<file path="src/rtl/pipeline_ctrl_pkg.sv">
// Shared types and constants for the pipeline hazard controller.
package pipeline_ctrl_pkg;

  localparam int REG_ADDR_W = 5;

  localparam logic [REG_ADDR_W-1:0] REG_ZERO = 5'd0;

  typedef enum logic [1:0] {
    RUN,
    MEM_WAIT,
    HALT
  } state_e;

endpackage

</file>
<file path="src/rtl/pipeline_hazard_ctrl_if.sv">
// Bundle between the datapath and the hazard controller: hazard sources
// flowing in, pipeline register enables and statistics flowing out.
interface pipeline_hazard_ctrl_if #(
  parameter int CNT_W = 16
);
  import pipeline_ctrl_pkg::*;

  logic [REG_ADDR_W-1:0] id_rs;
  logic [REG_ADDR_W-1:0] id_rt;
  logic                  id_uses_rt;
  logic                  idex_mem_read;
  logic [REG_ADDR_W-1:0] idex_rt;
  logic                  ex_branch_taken;
  logic                  mem_req;
  logic                  mem_ready;

  logic                  pc_enable;
  logic                  ifid_enable;
  logic                  ifid_flush;
  logic                  idex_enable;
  logic                  idex_bubble;
  logic                  exmem_enable;
  logic                  memwb_enable;
  logic                  halted;
  logic [CNT_W-1:0]      stall_count;
  logic [CNT_W-1:0]      flush_count;

  // Controller side: observes hazards, drives enables.
  modport master (
    input  id_rs, id_rt, id_uses_rt, idex_mem_read, idex_rt,
           ex_branch_taken, mem_req, mem_ready,
    output pc_enable, ifid_enable, ifid_flush, idex_enable, idex_bubble,
           exmem_enable, memwb_enable, halted, stall_count, flush_count
  );

  // Datapath side: reports hazards, obeys enables.
  modport slave (
    output id_rs, id_rt, id_uses_rt, idex_mem_read, idex_rt,
           ex_branch_taken, mem_req, mem_ready,
    input  pc_enable, ifid_enable, ifid_flush, idex_enable, idex_bubble,
           exmem_enable, memwb_enable, halted, stall_count, flush_count
  );

endinterface

</file>
<file path="src/rtl/pipeline_hazard_ctrl_hazard_detect.sv">
// Load-use comparator: a load in EX whose destination is a source of the
// instruction in ID. Register zero never creates a dependency.
module hazard_detect
  import pipeline_ctrl_pkg::*;
(
  input  logic [REG_ADDR_W-1:0] id_rs,
  input  logic [REG_ADDR_W-1:0] id_rt,
  input  logic                  id_uses_rt,
  input  logic                  idex_mem_read,
  input  logic [REG_ADDR_W-1:0] idex_rt,
  output logic                  load_use
);

  // The rt match only counts when the ID instruction really reads rt.
  always_comb begin
    load_use = idex_mem_read && (idex_rt != REG_ZERO) &&
               ((idex_rt == id_rs) || (id_uses_rt && (idex_rt == id_rt)));
  end

endmodule

</file>
<file path="src/rtl/pipeline_hazard_ctrl.sv">
// Pipeline register enable sequencer: load-use bubbles, branch flushes,
// whole-pipe freeze on slow data memory, sticky halt on memory timeout,
// and saturating stall/flush statistics.
module pipeline_hazard_ctrl
  import pipeline_ctrl_pkg::*;
#(
  parameter int MEM_TIMEOUT = 16,
  parameter int CNT_W       = 16
) (
  input  logic                   clk,
  input  logic                   reset,
  pipeline_hazard_ctrl_if.master pipe
);

  localparam int WAIT_W = $clog2(MEM_TIMEOUT + 1);

  state_e            state_q, state_d;
  logic [WAIT_W-1:0] waitCnt_q, waitCnt_d;
  logic [WAIT_W-1:0] waitNext;
  logic [CNT_W-1:0]  stallCount_q;
  logic [CNT_W-1:0]  flushCount_q;
  logic              loadUse;
  logic              pcEn, ifidEn, idexEn, exmemEn, memwbEn;
  logic              ifidFlush, idexBubble;

  hazard_detect u_hazard_detect (
    .id_rs         (pipe.id_rs),
    .id_rt         (pipe.id_rt),
    .id_uses_rt    (pipe.id_uses_rt),
    .idex_mem_read (pipe.idex_mem_read),
    .idex_rt       (pipe.idex_rt),
    .load_use      (loadUse)
  );

  assign waitNext = waitCnt_q + 1'b1;

  // Mealy decode of state and live hazards; a branch outranks load-use since
  // the dependent ID instruction is being flushed anyway, and nothing is
  // flushed or bubbled while the pipe is frozen.
  always_comb begin
    state_d    = state_q;
    waitCnt_d  = waitCnt_q;
    pcEn       = 1'b1;
    ifidEn     = 1'b1;
    idexEn     = 1'b1;
    exmemEn    = 1'b1;
    memwbEn    = 1'b1;
    ifidFlush  = 1'b0;
    idexBubble = 1'b0;
    case (state_q)
      RUN: begin
        if (pipe.mem_req && !pipe.mem_ready) begin
          {pcEn, ifidEn, idexEn, exmemEn, memwbEn} = 5'b00000;
          state_d   = MEM_WAIT;
          waitCnt_d = WAIT_W'(1);
        end else if (pipe.ex_branch_taken) begin
          ifidFlush  = 1'b1;
          idexBubble = 1'b1;
        end else if (loadUse) begin
          pcEn       = 1'b0;
          ifidEn     = 1'b0;
          idexBubble = 1'b1;
        end
      end
      MEM_WAIT: begin
        if (!pipe.mem_ready) begin
          {pcEn, ifidEn, idexEn, exmemEn, memwbEn} = 5'b00000;
          waitCnt_d = waitNext;
          if (waitNext >= WAIT_W'(MEM_TIMEOUT)) begin
            state_d = HALT;
          end
        end else begin
          state_d = RUN;
          if (pipe.ex_branch_taken) begin
            ifidFlush  = 1'b1;
            idexBubble = 1'b1;
          end else if (loadUse) begin
            pcEn       = 1'b0;
            ifidEn     = 1'b0;
            idexBubble = 1'b1;
          end
        end
      end
      HALT: begin
        {pcEn, ifidEn, idexEn, exmemEn, memwbEn} = 5'b00000;
      end
      default: begin
        {pcEn, ifidEn, idexEn, exmemEn, memwbEn} = 5'b00000;
        state_d = RUN;
      end
    endcase
    if (!reset) begin
      {pcEn, ifidEn, idexEn, exmemEn, memwbEn} = 5'b00000;
      ifidFlush  = 1'b1;
      idexBubble = 1'b1;
    end
  end

  // State, wait counter and saturating statistics; reset clears all at once.
  always_ff @(posedge clk or negedge reset) begin
    if (!reset) begin
      state_q      <= RUN;
      waitCnt_q    <= '0;
      stallCount_q <= '0;
      flushCount_q <= '0;
    end else begin
      state_q   <= state_d;
      waitCnt_q <= waitCnt_d;
      if (!pcEn && (stallCount_q != {CNT_W{1'b1}})) begin
        stallCount_q <= stallCount_q + 1'b1;
      end
      if (ifidFlush && (flushCount_q != {CNT_W{1'b1}})) begin
        flushCount_q <= flushCount_q + 1'b1;
      end
    end
  end

  assign pipe.pc_enable    = pcEn;
  assign pipe.ifid_enable  = ifidEn;
  assign pipe.ifid_flush   = ifidFlush;
  assign pipe.idex_enable  = idexEn;
  assign pipe.idex_bubble  = idexBubble;
  assign pipe.exmem_enable = exmemEn;
  assign pipe.memwb_enable = memwbEn;
  assign pipe.halted       = (state_q == HALT);
  assign pipe.stall_count  = stallCount_q;
  assign pipe.flush_count  = flushCount_q;

endmodule
</file>
<file path="src/flat_wrapper.sv">
// flat-port wrapper written by rule: the top's interface ports become plain ports
module pipeline_hazard_ctrl_flat import pipeline_ctrl_pkg::*;
#(
  parameter int MEM_TIMEOUT = 16,
  parameter int CNT_W       = 16
)
  (clk, reset, pipe_id_rs, pipe_id_rt, pipe_id_uses_rt, pipe_idex_mem_read, pipe_idex_rt, pipe_ex_branch_taken, pipe_mem_req, pipe_mem_ready, pipe_pc_enable, pipe_ifid_enable, pipe_ifid_flush, pipe_idex_enable, pipe_idex_bubble, pipe_exmem_enable, pipe_memwb_enable, pipe_halted, pipe_stall_count, pipe_flush_count);
  pipeline_hazard_ctrl_if #(.CNT_W(CNT_W)) pipe_i ();
  input  logic clk;
  input  logic reset;
  input wire logic [$bits(pipe_i.id_rs)-1:0] pipe_id_rs;
  input wire logic [$bits(pipe_i.id_rt)-1:0] pipe_id_rt;
  input wire logic [$bits(pipe_i.id_uses_rt)-1:0] pipe_id_uses_rt;
  input wire logic [$bits(pipe_i.idex_mem_read)-1:0] pipe_idex_mem_read;
  input wire logic [$bits(pipe_i.idex_rt)-1:0] pipe_idex_rt;
  input wire logic [$bits(pipe_i.ex_branch_taken)-1:0] pipe_ex_branch_taken;
  input wire logic [$bits(pipe_i.mem_req)-1:0] pipe_mem_req;
  input wire logic [$bits(pipe_i.mem_ready)-1:0] pipe_mem_ready;
  output wire logic [$bits(pipe_i.pc_enable)-1:0] pipe_pc_enable;
  output wire logic [$bits(pipe_i.ifid_enable)-1:0] pipe_ifid_enable;
  output wire logic [$bits(pipe_i.ifid_flush)-1:0] pipe_ifid_flush;
  output wire logic [$bits(pipe_i.idex_enable)-1:0] pipe_idex_enable;
  output wire logic [$bits(pipe_i.idex_bubble)-1:0] pipe_idex_bubble;
  output wire logic [$bits(pipe_i.exmem_enable)-1:0] pipe_exmem_enable;
  output wire logic [$bits(pipe_i.memwb_enable)-1:0] pipe_memwb_enable;
  output wire logic [$bits(pipe_i.halted)-1:0] pipe_halted;
  output wire logic [$bits(pipe_i.stall_count)-1:0] pipe_stall_count;
  output wire logic [$bits(pipe_i.flush_count)-1:0] pipe_flush_count;
  assign pipe_i.id_rs = pipe_id_rs;
  assign pipe_i.id_rt = pipe_id_rt;
  assign pipe_i.id_uses_rt = pipe_id_uses_rt;
  assign pipe_i.idex_mem_read = pipe_idex_mem_read;
  assign pipe_i.idex_rt = pipe_idex_rt;
  assign pipe_i.ex_branch_taken = pipe_ex_branch_taken;
  assign pipe_i.mem_req = pipe_mem_req;
  assign pipe_i.mem_ready = pipe_mem_ready;
  assign pipe_pc_enable = pipe_i.pc_enable;
  assign pipe_ifid_enable = pipe_i.ifid_enable;
  assign pipe_ifid_flush = pipe_i.ifid_flush;
  assign pipe_idex_enable = pipe_i.idex_enable;
  assign pipe_idex_bubble = pipe_i.idex_bubble;
  assign pipe_exmem_enable = pipe_i.exmem_enable;
  assign pipe_memwb_enable = pipe_i.memwb_enable;
  assign pipe_halted = pipe_i.halted;
  assign pipe_stall_count = pipe_i.stall_count;
  assign pipe_flush_count = pipe_i.flush_count;
  pipeline_hazard_ctrl #(.MEM_TIMEOUT(MEM_TIMEOUT), .CNT_W(CNT_W)) u_core (.clk(clk), .reset(reset), .pipe(pipe_i));
endmodule
</file>
<file path="config.mk">
export PLATFORM = sky130hd
export DESIGN_NAME = pipeline_hazard_ctrl_flat
export DESIGN_NICKNAME = d
export VERILOG_FILES = /design/src/rtl/pipeline_ctrl_pkg.sv /design/src/rtl/pipeline_hazard_ctrl_if.sv /design/src/rtl/pipeline_hazard_ctrl_hazard_detect.sv /design/src/rtl/pipeline_hazard_ctrl.sv /design/src/flat_wrapper.sv
export SDC_FILE = /design/constraint.sdc
export NUM_CORES = 1
export LEC_CHECK = 0
export CORE_ASPECT_RATIO = 0.7
export CORE_MARGIN = 2
export CORE_UTILIZATION = 40
export CTS_CLUSTER_SIZE = 24
export DETAILED_ROUTE_END_ITERATION = 8
export PLACE_DENSITY = 0.69
export SYNTH_ARGS = -nofsm -noshare
export SYNTH_HDL_FRONTEND = slang
export SYNTH_HIERARCHICAL = 1
export SYNTH_SLANG_ARGS = --single-unit
</file>
<file path="constraint.sdc">
create_clock -name clk -period 5.9 [get_ports clk]
set_input_delay 1.77 -clock clk [delete_from_list [all_inputs] [get_ports clk]]
set_output_delay 1.77 -clock clk [all_outputs]
set_load 0.005 [all_outputs]
</file>
Yosys cells after proc, flatten, opt, wreduce, memory -nomap -nowiden
Cells that the tools add are included.
W data, S select, Z words.

storage, ports and cells
  flip-flop bits (word level) = 39
  logic and storage cells = 60

operators by class
  add/sub/neg operators = 3
  magnitude comparators = 1
  equality and inequality tests = 9
  mux-type cells = 28
  bitwise operators = 1
  reductions and logical operators = 14

operators by type and width
  cell                     number
  $add A16 B1 Y16 const B  2
  $ne A16 B16 Y1 const B   2
  $mux W1                  17
  $eq A5 B5 Y1             2
  $mux W5                  2
  $pmux W5 S2              1
  $pmux W1 S2              4
  $logic_and A1 B1 Y1      6
  $mux W2                  3
  $pmux W2 S3              1
  $reduce_and A3 Y1        2
  $add A5 B1 Y5 const B    1
  $ge A5 B5 Y1 const B     1
  $reduce_bool A5 Y1       1
  $ne A3 B2 Y1 const B     1
  $eq A2 B1 Y1 const B     1
  $eq A2 B2 Y1 const B     1
  $logic_not A1 Y1         2
  $logic_not A2 Y1         1
  $ne A2 B1 Y1 const B     1
  $ne A2 B2 Y1 const B     1
  $reduce_bool A2 Y1       1
  $logic_or A1 B1 Y1       1
  $not A1 Y1               1

Logic depth before layout (Yosys ltp)
Gate-level depths: netlist (run 1).

  depth after elaboration = 11
  mapped depth = 10

Hierarchy
The synthesis (run 1) kept the hierarchy.

by module, submodules not included
  module                instances  cells an instance  area an instance (sq um)  seq. area each (sq um)
  pipeline_hazard_ctrl  1          182                1996.9                    975.9
  hazard_detect         1          17                 132.6                     0.0

Worst setup path after synthesis (run 1)
OpenSTA, ideal clock, no wires.

  path type = input to output
  start = input pipe_idex_rt[1]
  end = output pipe_pc_enable
  data arrival time = 3104 ps
  path slack = 1026 ps
  stages on the path = 6
  buffers on the path = 1
  cell sequence = or4_1 > o21ai_1 > a21oi_1 > nor2b_1 > nor4b_4 > buf_4

between the ends
  cells in the longest elaborated chain, start to end = 9
  elaborated cells on any way between the ends = 13
  those cells by class = 2 x eq/ne; 6 x mux; 5 x reduce/logical

RTL lines
  item                        RTL line                                  text
  from (decl)                 flat_wrapper.sv:15                        input wire logic [$bits(pipe_i.idex_rt)-1:0] pipe_idex_rt;
  $eq A5 B5 Y1                pipeline_hazard_ctrl_hazard_detect.sv:17  ((idex_rt == id_rs) || (id_uses_rt && (idex_rt == id_rt)));
  $logic_and A1 B1 Y1         pipeline_hazard_ctrl_hazard_detect.sv:17
  $logic_or A1 B1 Y1          pipeline_hazard_ctrl_hazard_detect.sv:17
  $logic_and A1 B1 Y1 *       pipeline_hazard_ctrl_hazard_detect.sv:16  load_use = idex_mem_read && (idex_rt != REG_ZERO) &&
  named net u_core.loadUse    pipeline_hazard_ctrl.sv:22                logic loadUse;
  $mux W1 * (2 in a row)      -
  $mux W1 (on tied branches)  -
  $pmux W1 S2 *               -
  $mux W1 *                   -
  to (decl)                   flat_wrapper.sv:19                        output wire logic [$bits(pipe_i.pc_enable)-1:0] pipe_pc_enable;

Mark *: on every way through the listed nets, which the timed path passes. The rest lies on a longest branch.

Worst setup path in the final report (run 1)
  start = input pipe_idex_rt[1]
  end = output pipe_pc_enable

between the ends
  cells in the longest elaborated chain, start to end = 9
  elaborated cells on any way between the ends = 13
  those cells by class = 2 x eq/ne; 6 x mux; 5 x reduce/logical

RTL lines
  item                        RTL line                                                text
  $eq A5 B5 Y1                pipeline_hazard_ctrl_hazard_detect.sv:17
  $logic_and A1 B1 Y1         pipeline_hazard_ctrl_hazard_detect.sv:17
  $logic_or A1 B1 Y1          pipeline_hazard_ctrl_hazard_detect.sv:17
  $logic_and A1 B1 Y1 *       pipeline_hazard_ctrl_hazard_detect.sv:16
  named net u_core.loadUse    pipeline_hazard_ctrl.sv:22
  $mux W1 *                   pipeline_hazard_ctrl.sv:59, pipeline_hazard_ctrl.sv:77
  $mux W1 *                   pipeline_hazard_ctrl.sv:74                              if (pipe.ex_branch_taken) begin
  $mux W1 (on tied branches)  pipeline_hazard_ctrl.sv:66, pipeline_hazard_ctrl.sv:52
  $pmux W1 S2 *               pipeline_hazard_ctrl.sv:50                              case (state_q)
  $mux W1 *                   pipeline_hazard_ctrl.sv:92                              if (!reset) begin

Marked as above.

==> run metrics, run 1 <==
status=completed; fraction of layout cells with a size suffix above 1=10.8%; num ports=62; Logic pwr share=34.8%; crit path capture type=output pin; RD Place Congestion=0.808; DRT antenna net count=0; M1 GR Usage=23.4%; Worst EP arrival=3.96 ns; total power=0.999 mW; first-pass GRT wire length=7760 um; Post-route DRC=0; crit path max fanout=3; final cell count without fillers=340; Cells after DPL=331; hold_buf cts=0; Num CTS Buffers=5; adder-cell area share of the yosys netlist=1.76%; fraction of registers with async set/reset=100%; grt ovf=0; Synth top area share=45.8%; Critical-path top delay cell=clkdlybuf4s50_1; Max-slew headroom=64.6%; Initial DRC Count=70; PwrDens=343 nW/um2; # port buffers=61; Synth-to-Final Area Change=37.0%; VDD IR max=0.201 mV; Tcrit/Tclk final=97.1%; DR vias=1669; HP Class=flop to flop; CTS tree=built; WL/cell=13.3 um; Clock power frac=20.4%; clock sink total=39; CP startpoint kind=input pin; Critical Path Max Stage Delay=0.56 ns; die area=5930 um2; Max Clk Rate=175 MHz; Final Critical Period=5.73 ns; Psw=0.329 mW; Seq/Total Area, Yosys=45.8%; Final setup violation count=0; Synth Register Bits=39; EDFF count, synth=0; Nets=292; Slew @ Worst Pin=0.526 ns; vias per inst=4.91; synthesized instance count=199; met3 GRT Util=3.95%; Synth Area in Compound Gates=6.23%; worst path cell trace=clkdlybuf4s50_1, or4_1, o21ai_1, a21oi_1, nor2b_1, nor4b_4, clkdlybuf4s50_1; Most used DFF post-synth=dfrtp_1; Clk Latency, worst-skew pair=0.29 ns; CP delay by family, top=simple AND/OR/NAND/NOR gates; leakage=1.19 nW; global route hottest layer=met2; reg2reg start=u_core/pipe.flush_count[0]; final core occ=56.4%; max cap viols=0; Die Height=65.0 um; Synth area leader=dfrtp_1; largest cells by area after synthesis=dfrtp_1 46%, xor2_1 8.2%, xnor2_1 7.8%; CTS root buf=clkbuf_8; Sw Ratio=32.9%; Layout Cell Area excl Fill=2920 um2; Avg Inst Size Synth=10.7 um2; WS Path Type=input pin to output pin; fin. max-slew vios=0; met2 usage=25.1%; Post-Place Cell Area=2810 um2; Initial Utilization=41.2%; initial antenna violation count=0; hold_sp=u_core/pipe.stall_count[12]; unrepaired setup endpoints after global routing=no; GRT Util Overall=16.6%; Synth Cell Area=2130 um2; largest net degree at the start of global routing=25; Setup Total Neg Slack=0 ns; clock buffer depth=2; final wirelength=4520 um; XOR/XNOR Fraction of Synth Area=16.8%; drt pass-1 iters=4; part of the power in registers=44.7%; core area=5170 um2; number of global-route vias before repair=1618; clock skew=0.00701 ns; H-tree depth=2; crit-path most repeated cell=clkdlybuf4s50_1; HPWL Detailed=3390 um; Synth Area in Simple Gates=23.8%; Die Wd=91.2 um; CP bufs+invs=2; P_int=0.670 mW; crit path from=pipe_idex_rt[1]; fill cell count=478; syn_nets=224; largest family of logic cells by synthesized area=simple AND/OR/NAND/NOR gates; clk slew on worst S/H paths=0.08 ns; post-synth cell types=40; Syn. warnings=6; multiplexer area fraction after synthesis=2.06%; row count=22; final hold viol count=0; ANT cells=0; Critical Path RT=4.13 ns
## cell families (layout without fill, tap and decap cells)
logic type      Yosys count  count (layout)
simple gates             86              86
xor+xnor                 40              40
flops                    39              39
compound gates           16              16
buf+inv                  11              80
mux                       4               4
fa+ha+maj                 3               3
## layout make-up
class | instances | area, um2 | area share [%]
multi-input cells | 149 | 1080 | 37.0
flip-flops and latches | 39 | 976 | 33.4
repair buffers | 67 | 651 | 22.3
clock buffers | 7 | 96.3 | 3.30
well taps | 72 | 90.1 | 3.09
inverters | 5 | 18.8 | 0.643
clock inverters | 1 | 7.51 | 0.257
## per-stage QoR
step	hold slack [ns]	setup slack, ns
after floorplan	0.469	1.03
after CTS	0.508	0.0638
after global routing	0.537	0.0691
after global placement	0.484	0.114
after detailed placement	0.497	0.0657
final	0.498	0.171
## layer usage
metal / vias to the layer above / routed length [um]
li1: 831 / -
met1: 805 / 2260
met2: 30 / 2090
met3: 3 / 149
met4: 0 / 21
met5: - / 0
## synth_stat cells, types with 2 or more instances
library cell,n
nand2_1,18
a22o_1,2
o21ai_0,4
xnor2_1,19
inv_1,5
and4_1,4
nand4_1,7
xor2_1,20
and2_1,3
nor4_2,2
mux2_2,2
and3_1,4
a21oi_1,2
a21o_1,2
buf_4,3
nor2b_1,3
buf_6,3
nor2_1,11
dfrtp_1,39
nand3_1,16
nor3_2,2
nor3_1,8
ha_1,3
## repair_timing
item | 4_1_cts | 5_1_grt
resized for setup | 0 | 0
endpoints found under the hold margin | 0 | 0
endpoints found under the setup margin | 0 | 2
buffers inserted | 0 | 1
## cells in the final DEF, fill, tap and decap left out, types with 3 or more instances in the layout
cell type / Yosys / layout
nor2b_1: 3 / 3
clkbuf_8: 0 / 7
and3_1: 4 / 4
dfrtp_1: 39 / 39
nand2_1: 18 / 18
inv_1: 5 / 5
nor2_1: 11 / 11
xor2_1: 20 / 20
nand3_1: 16 / 16
nand4_1: 7 / 7
xnor2_1: 19 / 19
and4_1: 4 / 4
and2_1: 3 / 3
clkdlybuf4s50_1: 0 / 60
nor3_1: 8 / 8
buf_4: 3 / 6
o21ai_0: 4 / 4
ha_1: 3 / 3
## power groups by stage
stage,Clock (mW),Sequential (mW),Combinational [mW]
floorplan,0,0.439,0.164
global placement,0,0.451,0.344
detailed placement,0,0.451,0.351
CTS,0.211,0.447,0.353
global route,0.222,0.465,0.388
finish,0.204,0.447,0.348
## final timing paths
check / to / slack (ns) / cells past startpoint
max reg2reg: u_core/pipe.flush_count[4] / 3.92 / 6
min reg2reg: u_core/pipe.stall_count[12] / 0.50 / 1
min: u_core/pipe.stall_count[12] / 0.50 / 1
max: pipe_pc_enable / 0.17 / 7
max in group asynchronous: u_core/waitCnt_q[3] / 4.16 / 2
min in group asynchronous: u_core/pipe.flush_count[3] / 1.46 / 2
## flip-flops by register name, indices dropped and copies added (netlist names)
signal / cells
u_core/waitCnt_q: 5
u_core/state_q: 2
u_core/pipe.flush_count: 16
u_core/pipe.stall_count: 16
Note: power is estimated with default switching activity, not from simulation.
==> inputs of run 2 (changes only) <==
CELL_PAD_IN_SITES_DETAIL_PLACEMENT = 1   (was default)
CELL_PAD_IN_SITES_GLOBAL_PLACEMENT = 1   (was default)
CORE_UTILIZATION = 39   (was 40)
PLACE_DENSITY = default   (was 0.69)
PLACE_DENSITY_LB_ADDON = 0.1   (was default)
==> run 2 against run 1 <==
Against the previous run:
- sequential share of layout area up 0.10 points
- worst hold slack lost 0.0049 ns
- wire length up 14%
- setup slack worse by 0.018 ns
- maximum frequency decreased by 0.32%
- critical path depth is the same
- largest cell class unchanged
==> run metrics, run 2 (synthesis gave the netlist of run 1 again) <==
status=completed; final hold viol count=0 (unchanged); Initial Utilization=40.5% (-0.65 points); Setup Total Neg Slack=0 ns (unchanged); clock buffer depth=2 (unchanged); hold_buf cts=0 (unchanged); Critical Path RT=4.13 ns (about the same); Hold Crit Depth=1 (unchanged); final wirelength=5170 um (+14%); clock skew=0.00608 ns (-0.000933 ns); DR vias=1701 (+1.9%); Nets=289 (-1.0%); Clk Latency, worst-skew pair=0.29 ns (about the same); Initial DRC Count=23 (-67%); unrepaired setup endpoints after global routing=no; Max Clk Rate=174 MHz (-0.32%); leading cell types in the layout, fill and taps excluded=60 x clkdlybuf4s50_1, 39 x dfrtp_1, 20 x xor2_1; CTS tree=built; CTS root buf=clkbuf_8; Num CTS Buffers=5 (unchanged); grt ovf=0 (unchanged); path depth of the worst reg2reg path=5 (-1); clk slew on worst S/H paths=0.07 ns (about the same); first-pass GRT wire length=8490 um (+9.5%); CP startpoint kind=input pin; Final setup violation count=0 (unchanged); PwrDens=356 nW/um2 (+3.9%); GRT Util Overall=18.1% (+1.5 points); RD Place Congestion=0.714 (-12%); Resized cells post-CTS=0 (unchanged); Final Critical Period=5.75 ns (+0.0183 ns); number of global-route vias before repair=1749 (+8.1%); DRT antenna net count=0 (unchanged); final cell count without fillers=337 (-0.88%); HPWL Detailed=3880 um (+14%); WS Path Type=input pin to output pin; Post-CTS Setup Bufs=0 (unchanged); H-tree depth=2 (unchanged); die area=6080 um2 (+2.4%); fin. max-slew vios=0 (unchanged); num ports=62 (unchanged); Synth-to-Final Area Change=36.6%; leakage=1.19 nW (-0.31%); VDD IR max=0.168 mV (-16%); Post-route DRC=0 (unchanged); initial antenna violation count=0 (unchanged); core area=5260 um2 (+1.6%); Max-slew headroom=64.2% (-0.33 points); fraction of layout cells with a size suffix above 1=9.81% (-1.0 points); total power=1.03 mW (+3.5%); row count=22 (unchanged); HP Class=flop to flop; vias per inst=5.05 (+2.8%); Worst EP arrival=3.98 ns (+0.02 ns); commonest non-fill, non-tap cell in the layout=clkdlybuf4s50_1; ANT cells=0 (unchanged); Cells after DPL=329 (-0.60%); Tcrit/Tclk final=97.4% (+0.31 points); max cap viols=0 (unchanged); # port buffers=61 (unchanged); crit path capture type=output pin; clock sink total=39 (unchanged); largest net degree at the start of global routing=34 (+36%); Slew @ Worst Pin=0.531 ns (+0.00488 ns); Die Wd=92.3 um (+1.2%); drt pass-1 iters=4 (unchanged); Die Height=65.8 um (+1.2%); WL/cell=15.3 um (+15%); crit path max fanout=3 (unchanged)
==> run 2: cell types whose count changed in the layout (fill, tap and decap cells not counted) <==
cell        previous run  this run
buf_4                  6         3
clkbuf_8               7         6
clkinvlp_4             1         0
clkinv_2               0         1
bufinv_16              0         1
==> run 2: final cells by class <==
class	instances	area, um2
flip-flops and latches	39	976
repair buffers	64	628
fillers	589	2350
inverters	5	18.8
well taps	72	90.1
clock buffers	6	82.6
clock inverters	2	35.0
multi-input cells	149	1080
==> run 2: power by group <==
part	total (mW)	leakage [nW]	internal [mW]	switching (mW)
clock network	0.230	0.0612	0.137	0.0928
logic	0.354	0.640	0.218	0.136
registers	0.451	0.488	0.346	0.106
total	1.03	1.19	0.700	0.335
==> run 2: worst paths after layout <==
path	startpoint	to	slack [ns]
min reg2reg	u_core/pipe.flush_count[8]	u_core/pipe.flush_count[8]	0.49
min in group asynchronous	reset	u_core/pipe.stall_count[14]	1.33
max in group asynchronous	reset	u_core/pipe.stall_count[3]	3.87
max	pipe_idex_rt[4]	pipe_pc_enable	0.15
max reg2reg	u_core/state_q[0]	u_core/pipe.stall_count[1]	3.98
min	u_core/pipe.flush_count[8]	u_core/pipe.flush_count[8]	0.49
==> run 2: critical path, cell delays in order <==
cell and delay, ns:
clkdlybuf4s50_1 0.47, or4_1 0.53, o21ai_1 0.14, a21oi_1 0.07, nor2b_1 0.15, nor4b_4 0.28, clkdlybuf4s50_1 0.57
==> run 2: per-layer routing <==
layer  GRT usage [%]  vias to the layer above  part of all wire (%)
li1                -                      820                     -
met1            24.2                      838                    47
met2            29.9                       39                    47
met3            4.33                        4                   4.9
met4            4.48                        0                  0.77
met5               0                        -                     0
==> run 2: per-stage QoR <==
step	util, %	hold slack, ns	worst slack, ns	area, um2
4_1_cts	55.3	0.508	0.132	2910
5_1_grt	55.3	0.537	0.00920	2910
2_1_floorplan	-	0.469	1.03	2130
3_3_place_gp	53.1	0.483	0.135	2790
3_5_place_dp	53.1	0.493	0.147	2790
6_report	55.3	0.493	0.152	2910
==> inputs of run 3 (changes only) <==
SKIP_CTS_REPAIR_TIMING = 1   (was default)
==> results of run 3 <==
Final layout, timing and power as in run 2 (identical DEF).
